### src/rtl/stream_101_scheduler_pkg.sv
// Purpose : shared types, defaults and the "101" detector step function.
// Latency : n/a (types and a pure combinational function).
// Backpressure: n/a.
package stream_101_scheduler_pkg;

  localparam int DEF_NCH = 4;
  localparam int DEF_CW  = 8;

  // Per-channel detector context. ST_RSVD is never produced and behaves like ST_IDLE.
  typedef enum logic [1:0] {
    ST_IDLE = 2'd0,
    ST_1    = 2'd1,
    ST_10   = 2'd2,
    ST_RSVD = 2'd3
  } state_t;

  // Returns {match, next_state}. Detection overlaps: the closing '1' of a
  // "101" is also the opening '1' of the next candidate.
  function automatic logic [2:0] next_state(input state_t s, input logic b);
    logic [2:0] r;
    case (s)
      ST_1:    r = b ? {1'b0, ST_1} : {1'b0, ST_10};
      ST_10:   r = b ? {1'b1, ST_1} : {1'b0, ST_IDLE};
      default: r = b ? {1'b0, ST_1} : {1'b0, ST_IDLE};
    endcase
    return r;
  endfunction

endpackage

### src/rtl/stream_101_scheduler_if.sv
// Purpose : request/data/readout bundle between front-ends and the scheduler.
// Latency : n/a (wires only).
// Backpressure: iREQ/iBIT held by the requester until oGNT is seen.
// Ports   : iREQ/iBIT per-channel request+bit, iFLUSH clear, iSEL counter select;
//           oGNT one-hot grant, oMATCH/oMATCH_CH match pulse, oCOUNT selected count.
interface stream_101_scheduler_if #(
  parameter int NCH = 4,
  parameter int CHW = 2,
  parameter int CW  = 8
) ();

  logic [NCH-1:0] iREQ;
  logic [NCH-1:0] iBIT;
  logic           iFLUSH;
  logic [CHW-1:0] iSEL;
  logic [NCH-1:0] oGNT;
  logic           oMATCH;
  logic [CHW-1:0] oMATCH_CH;
  logic [CW-1:0]  oCOUNT;

  // master: the front-end / readout side driving requests
  modport master (
    output iREQ, iBIT, iFLUSH, iSEL,
    input  oGNT, oMATCH, oMATCH_CH, oCOUNT
  );

  // slave: the scheduler
  modport slave (
    input  iREQ, iBIT, iFLUSH, iSEL,
    output oGNT, oMATCH, oMATCH_CH, oCOUNT
  );

endinterface

### src/rtl/stream_101_scheduler_rr_arbiter_nch.sv
// Purpose : round-robin arbiter, searches ptr+1..ptr+NCH (mod NCH), one-hot grant.
// Latency : grant is combinational; pointer moves on the edge of a grant cycle.
// Backpressure: none internal; i_adv=0 freezes the pointer.
// Ports   : i_clk, i_rst (sync, active-high), i_req, i_adv; o_gnt, o_id, o_vld.
module rr_arbiter_nch #(
  parameter int NCH = 4,
  parameter int CHW = 2
) (
  input  logic           i_clk,
  input  logic           i_rst,
  input  logic [NCH-1:0] i_req,
  input  logic           i_adv,
  output logic [NCH-1:0] o_gnt,
  output logic [CHW-1:0] o_id,
  output logic           o_vld
);

  logic [CHW-1:0] r_ptr;
  logic [CHW-1:0] w_idx;

  // Scan from the channel after the last winner; first requester wins.
  always_comb begin
    o_gnt = '0;
    o_id  = '0;
    o_vld = 1'b0;
    w_idx = '0;
    for (int k = 1; k <= NCH; k++) begin
      w_idx = CHW'((int'(r_ptr) + k) % NCH);
      if (!o_vld && i_req[w_idx]) begin
        o_vld        = 1'b1;
        o_gnt[w_idx] = 1'b1;
        o_id         = w_idx;
      end
    end
  end

  // Reset to NCH-1 so channel 0 is searched first.
  always_ff @(posedge i_clk) begin
    if (i_rst) begin
      r_ptr <= CHW'(NCH - 1);
    end else if (i_adv && o_vld) begin
      r_ptr <= o_id;
    end
  end

endmodule

### src/rtl/stream_101_scheduler.sv
// Purpose : one shared "101" detector time-multiplexed over NCH bitstreams,
//           with per-channel saved context and saturating match counters.
// Latency : bit consumed on grant cycle t; oMATCH/oMATCH_CH valid at t+1.
// Backpressure: requester holds iREQ/iBIT until oGNT; grants masked during iRST/iFLUSH.
// Ports   : iCLK, iRST (sync, active-high); bus (slave modport) carries
//           iREQ/iBIT/iFLUSH/iSEL in and oGNT/oMATCH/oMATCH_CH/oCOUNT out.
module stream_101_scheduler
  import stream_101_scheduler_pkg::*;
#(
  parameter int NCH = DEF_NCH,
  parameter int CHW = 2,
  parameter int CW  = DEF_CW
) (
  input  logic                 iCLK,
  input  logic                 iRST,
  stream_101_scheduler_if.slave bus
);

  localparam logic [CW-1:0] CNT_MAX = {CW{1'b1}};

  state_t         r_ctx [NCH];
  logic [CW-1:0]  r_cnt [NCH];
  logic           r_match;
  logic [CHW-1:0] r_match_ch;

  logic           w_hold;
  logic [NCH-1:0] w_req;
  logic [NCH-1:0] w_gnt;
  logic [CHW-1:0] w_id;
  logic           w_vld;
  logic [2:0]     w_step;
  logic           w_match;

  // No bit may be consumed while contexts are being cleared.
  assign w_hold = iRST | bus.iFLUSH;
  assign w_req  = w_hold ? '0 : bus.iREQ;

  rr_arbiter_nch #(
    .NCH (NCH),
    .CHW (CHW)
  ) u_arb (
    .i_clk (iCLK),
    .i_rst (iRST),
    .i_req (w_req),
    .i_adv (~w_hold),
    .o_gnt (w_gnt),
    .o_id  (w_id),
    .o_vld (w_vld)
  );

  // Restore the granted channel's context and step it with its bit.
  assign w_step  = next_state(r_ctx[w_id], bus.iBIT[w_id]);
  assign w_match = w_vld & w_step[2];

  always_ff @(posedge iCLK) begin
    if (iRST) begin
      for (int i = 0; i < NCH; i++) begin
        r_ctx[i] <= ST_IDLE;
        r_cnt[i] <= '0;
      end
      r_match    <= 1'b0;
      r_match_ch <= '0;
    end else if (bus.iFLUSH) begin
      for (int i = 0; i < NCH; i++) begin
        r_ctx[i] <= ST_IDLE;
        r_cnt[i] <= '0;
      end
      r_match <= 1'b0;
    end else begin
      r_match <= w_match;
      if (w_vld) begin
        r_ctx[w_id] <= state_t'(w_step[1:0]);
        r_match_ch  <= w_id;
        if (w_match && (r_cnt[w_id] != CNT_MAX)) begin
          r_cnt[w_id] <= r_cnt[w_id] + CW'(1);
        end
      end
    end
  end

  assign bus.oGNT      = w_gnt;
  assign bus.oMATCH    = r_match;
  assign bus.oMATCH_CH = r_match_ch;
  // Registered counters: a same-cycle read sees the pre-increment value.
  assign bus.oCOUNT    = (int'(bus.iSEL) < NCH) ? r_cnt[bus.iSEL] : '0;

endmodule

### src/flat_wrapper.sv
// flat-port wrapper written by rule: the top's interface ports become plain ports
module stream_101_scheduler_flat import stream_101_scheduler_pkg::*;
#(
  parameter int NCH = DEF_NCH,
  parameter int CHW = 2,
  parameter int CW  = DEF_CW
)
  (iCLK, iRST, bus_iREQ, bus_iBIT, bus_iFLUSH, bus_iSEL, bus_oGNT, bus_oMATCH, bus_oMATCH_CH, bus_oCOUNT);
  stream_101_scheduler_if #(.NCH(NCH), .CHW(CHW), .CW(CW)) bus_i ();
  input  logic iCLK;
  input  logic iRST;
  input wire logic [$bits(bus_i.iREQ)-1:0] bus_iREQ;
  input wire logic [$bits(bus_i.iBIT)-1:0] bus_iBIT;
  input wire logic [$bits(bus_i.iFLUSH)-1:0] bus_iFLUSH;
  input wire logic [$bits(bus_i.iSEL)-1:0] bus_iSEL;
  output wire logic [$bits(bus_i.oGNT)-1:0] bus_oGNT;
  output wire logic [$bits(bus_i.oMATCH)-1:0] bus_oMATCH;
  output wire logic [$bits(bus_i.oMATCH_CH)-1:0] bus_oMATCH_CH;
  output wire logic [$bits(bus_i.oCOUNT)-1:0] bus_oCOUNT;
  assign bus_i.iREQ = bus_iREQ;
  assign bus_i.iBIT = bus_iBIT;
  assign bus_i.iFLUSH = bus_iFLUSH;
  assign bus_i.iSEL = bus_iSEL;
  assign bus_oGNT = bus_i.oGNT;
  assign bus_oMATCH = bus_i.oMATCH;
  assign bus_oMATCH_CH = bus_i.oMATCH_CH;
  assign bus_oCOUNT = bus_i.oCOUNT;
  stream_101_scheduler #(.NCH(NCH), .CHW(CHW), .CW(CW)) u_core (.iCLK(iCLK), .iRST(iRST), .bus(bus_i));
endmodule
### config.mk
export PLATFORM = sky130hd
export DESIGN_NAME = stream_101_scheduler_flat
export DESIGN_NICKNAME = d
export VERILOG_FILES = /design/src/rtl/stream_101_scheduler_pkg.sv /design/src/rtl/stream_101_scheduler_if.sv /design/src/rtl/stream_101_scheduler_rr_arbiter_nch.sv /design/src/rtl/stream_101_scheduler.sv /design/src/flat_wrapper.sv
export SDC_FILE = /design/constraint.sdc
export NUM_CORES = 1
export LEC_CHECK = 0
export CORE_MARGIN = 2
export CORE_UTILIZATION = 35
export CTS_CLUSTER_SIZE = 14
export DETAILED_ROUTE_END_ITERATION = 16
export PLACE_DENSITY_LB_ADDON = 0.12
export SLEW_MARGIN = 10
export SYNTH_ARGS = -nofsm -noshare
export SYNTH_HDL_FRONTEND = slang
export SYNTH_HIERARCHICAL = 1
export SYNTH_SLANG_ARGS = --single-unit
### constraint.sdc
create_clock -name iCLK -period 4.71 [get_ports iCLK]
set_input_delay 0.471 -clock iCLK [delete_from_list [all_inputs] [get_ports iCLK]]
set_output_delay 0.471 -clock iCLK [all_outputs]
set_load 0.01 [all_outputs]
==> flow_metrics.py <==
metrics = {
    "run_status": {
        "outcome": "finished, final reports clean",
    },
    "synthesis": {
        "synthMostInstantiatedCell": "edfxtp_1",
        "unique_masters_post_synth": 52,
        "synth_edf_count": 40,
        "synth.cell_area_um2": 2930,
        "post-synth-top-area-cell": "edfxtp_1",
        "synthDominantCellAreaShare_pct": 40.99,
        "post_syn_instances": 244,
        "synthArstFlopShare_pct": 0,
        "synth_nets": 268,
        "synth-warning-count": 6,
        "post_synth_most_frequent_cells": "edfxtp_1 (40), nand2_1 (27), nor2_1 (23)",
        "synth_flop_type": "edfxtp_1",
        "yosys_register_bits": 45,
        "synth_sequential_area_ratio_pct": 44.41,
        "ys_top_cells_by_area": "edfxtp_1 (41%), mux4_2 (14%), ha_1 (4.7%), mux4_1 (3.6%), nand2_1 (3.5%)",
        "syn-mean-instance-area_um2": 12.01,
    },
    "timing": {
        "tightestPinTransition_ns": 0.6133,
        "fmax_mhz": 233.3,
        "finalWorstSetupSlack_ns": 0.4238,
        "finalSetupViolCount": 0,
        "hold_violations": 0,
        "grt_setup_unrepaired": "no",
        "timing.slew.headroom_pct": 58.98,
        "min_period_over_period_pct": 91.00,
        "timing.clock.skew_ns": 0.007129,
        "finalCriticalPeriod_ns": 4.286,
        "slew_violations": 0,
        "fin_setup_tns_ns": 0,
    },
    "place": {
        "pre_cts_slack_ns": 0.09837,
        "post-place-cells": 391,
        "rd_place_congestion": 0.8162,
        "dp_hpwl_um": 5137,
        "dpl_cell_area_um2": 3483,
        "port_buffers": 27,
    },
    "min_path": {
        "hold_path_class": "flip-flop to flip-flop",
        "hold_path_depth": 2,
        "hold_path_end": "u_core/bus.oMATCH_CH[0]$_SDFFE_PP0P_",
        "hold_path.startpoint": "u_core/bus.oMATCH_CH[0]$_SDFFE_PP0P_",
    },
    "worst_setup_path": {
        "r2r_end": "u_core/r_cnt[0][7]$_SDFFCE_PN0P_",
        "start_kind": "primary input",
        "worst-path-max-fanout": 19,
        "r2r_cells": 13,
        "setup.worst_path.class": "primary input to flip-flop",
        "critical_path.endpoint_type": "flip-flop",
        "timing.rr.start": "u_core/u_arb/r_ptr[1]$_SDFFE_PP1P_",
        "reg2reg_slack_ns": 0.93,
        "cp_data_arrival_time_ns": 4.30,
        "timing.critical_path.required_ns": 4.73,
    },
    "clock_network": {
        "post_cts_buffers": 0,
        "clock-root-buffer": "clkbuf_8",
        "cts_htree_levels": 2,
        "tritoncts.num_buffers": 5,
        "tritoncts": "yes",
        "clkTransAtPathRegs_ns": 0.09,
        "post_cts.resized_instances": 0,
        "clock_insertion_delay_worst_skew_ns": 0.30,
        "tritoncts_num_sinks": 45,
        "cts_hold_repair.buffers": 0,
        "max-clock-path-buffers": 2,
    },
    "drt": {
        "first_pass_iters": 6,
        "route.detailed.drc": 0,
        "number_of_vias_in_the_routed_layout": 2215,
        "detail_routed_net_length_per_standard_cell_um": 17.78,
        "ant_nets": 0,
        "route.final.wire_length_um": 7093,
        "avgViaCountPerCell": 5.551,
        "drtIter0Drc": 93,
    },
    "die": {
        "dieHeight_um": 95.50,
        "placement_rows": 33,
        "design.die.area_um2": 9120,
        "die_width_um": 95.50,
        "floorplan.core_area_um2": 8175,
        "floorplan.initialDensity_pct": 35.84,
        "pin_count": 28,
    },
    "grt": {
        "first_global_vias": 2142,
        "number_of_antenna_violations_at_the_first_check_in_global_routing": 0,
        "grt_max_degree": 24,
        "grt-ovfl-total": 0,
        "grt_util_all_layers_pct": 16.78,
        "grt_pass1_wl_um": 11440,
    },
    "pwr": {
        "cellLeakagePower_nw": 1.303,
        "cellPowerDensity_nw_per_um2": 292.1,
        "p_total_w": 0.001058,
        "vdd_ir_drop_max_mv": 0.1049,
    },
    "cells_and_area": {
        "final_layout_size_suffix_gt1_share_pct": 22.45,
        "num_antenna_cells": 0,
        "final_area_um2": 3621,
        "finalNetCount": 317,
        "layout-area-overhead-vs-synth_pct": 23.57,
        "stdcell_count": 399,
    },
    "job": {
        "timing.max_cap.violations": 0,
    },
}
-- through the flow --
step                hold WS [ns]  util, %
floorplan                 0.5279        -
global placement          0.4783    42.61
detailed placement        0.4956    42.61
CTS                       0.5181    44.29
global route              0.5449    44.29
finish                    0.5112    44.29
-- power breakdown --
group	internal (W)	switching, W
clock	0.000214	0.000142
sequential	0.000451	0.00000881
combinational	0.000116	0.000126
-- worst max-delay path by stage --
| stage | depth (start not counted) | to | slack, ns | startpoint |
|---|---|---|---|---|
| after floorplan | 17 | u_core/r_cnt[3][0]$_SDFFCE_PN0P_ | 0.24 | bus_iFLUSH |
| after global placement | 15 | u_core/r_cnt[1][2]$_SDFFCE_PN0P_ | 0.15 | bus_iFLUSH |
| after detailed placement | 15 | u_core/r_cnt[0][3]$_SDFFCE_PN0P_ | 0.1 | bus_iFLUSH |
| after CTS | 15 | u_core/r_cnt[0][7]$_SDFFCE_PN0P_ | 0.42 | bus_iFLUSH |
| after global routing | 17 | u_core/r_cnt[0][6]$_SDFFCE_PN0P_ | 0.20 | bus_iFLUSH |
| final | 15 | u_core/r_cnt[0][7]$_SDFFCE_PN0P_ | 0.42 | bus_iFLUSH |
-- registers in the layout (all words and copies together) (netlist names) --
| name | flops |
|---|---|
| u_core/bus.oMATCH | 1 |
| u_core/bus.oMATCH_CH | 2 |
| u_core/r_cnt | 32 |
| u_core/r_ctx | 8 |
| u_core/u_arb/r_ptr | 2 |
-- logic make-up after synthesis --
kind of cell	after synthesis	share of synthesized area, %
XOR/XNOR	3	0.8968
flip-flops	45	44.41
AND/OR/NAND/NOR	104	18.49
adder cells (fa/ha/maj)	11	4.697
multiplexers	26	18.83
buffers and inverters	18	3.501
AO/OA/AOI/OAI	37	9.180
-- routing by layer --
| metal | vias up | global-route usage (%) | routed length (um) |
|---|---|---|---|
| li1 | 1050 | - | - |
| met1 | 1088 | 24.08 | 3242 |
| met2 | 67 | 25.82 | 3358 |
| met3 | 10 | 2.609 | 408 |
| met4 | 0 | 5.833 | 84 |
| met5 | - | 0 | 0 |
-- placed cells by master (no fill, tap or decap), drive strengths merged --
cell / synthesis / routed
or3: 3 / 3
nand4: 2 / 2
inv: 6 / 7
nor2b: 6 / 6
a2bb2oi: 1 / 1
nand3b: 1 / 1
mux2i: 3 / 3
xnor2: 1 / 1
mux4: 22 / 22
and3b: 1 / 1
nand2: 28 / 28
ha: 11 / 11
buf: 8 / 27
nand2b: 4 / 4
a222oi: 4 / 4
o21a: 1 / 1
nor3b: 2 / 2
a211oi: 4 / 4
mux2: 1 / 1
o31a: 1 / 1
nor4: 1 / 1
and3: 1 / 1
nor2: 23 / 23
and2: 4 / 4
o21ai: 11 / 11
clkbuf: 4 / 5
o31ai: 1 / 1
dfxtp: 5 / 5
nand4bb: 1 / 1
a21oi: 12 / 12
clkdlybuf4s50: 0 / 27
bufinv: 0 / 2
nand4b: 1 / 1
xor2: 2 / 2
o311a: 1 / 1
nor3: 16 / 16
nand3: 9 / 9
o211ai: 1 / 1
or4b: 1 / 1
edfxtp: 40 / 40
-- worst max-delay path, stage by stage --
cell and delay, ns:
clkdlybuf4s50_1 0.50, nor2_1 0.07, buf_4 0.18, and2_1 0.25, mux4_2 0.49, nand2b_1 0.17, nor2b_2 0.17, a21oi_2 0.25
buf_12 0.20, mux4_2 0.54, ha_1 0.29, inv_1 0.16, nor3_2 0.09, o21ai_0 0.23, buf_4 0.22
-- area by class of cell --
type | instances | area, um^2
clock buffer | 5 | 68.82
clock inverter | 3 | 68.82
fill | 782 | 4554
inverter | 6 | 22.52
multi-input combinational | 181 | 1530
sequential | 45 | 1301
tap | 105 | 131.4
timing repair buffer | 54 | 498.0
Power figures use the tool's default switching activity.
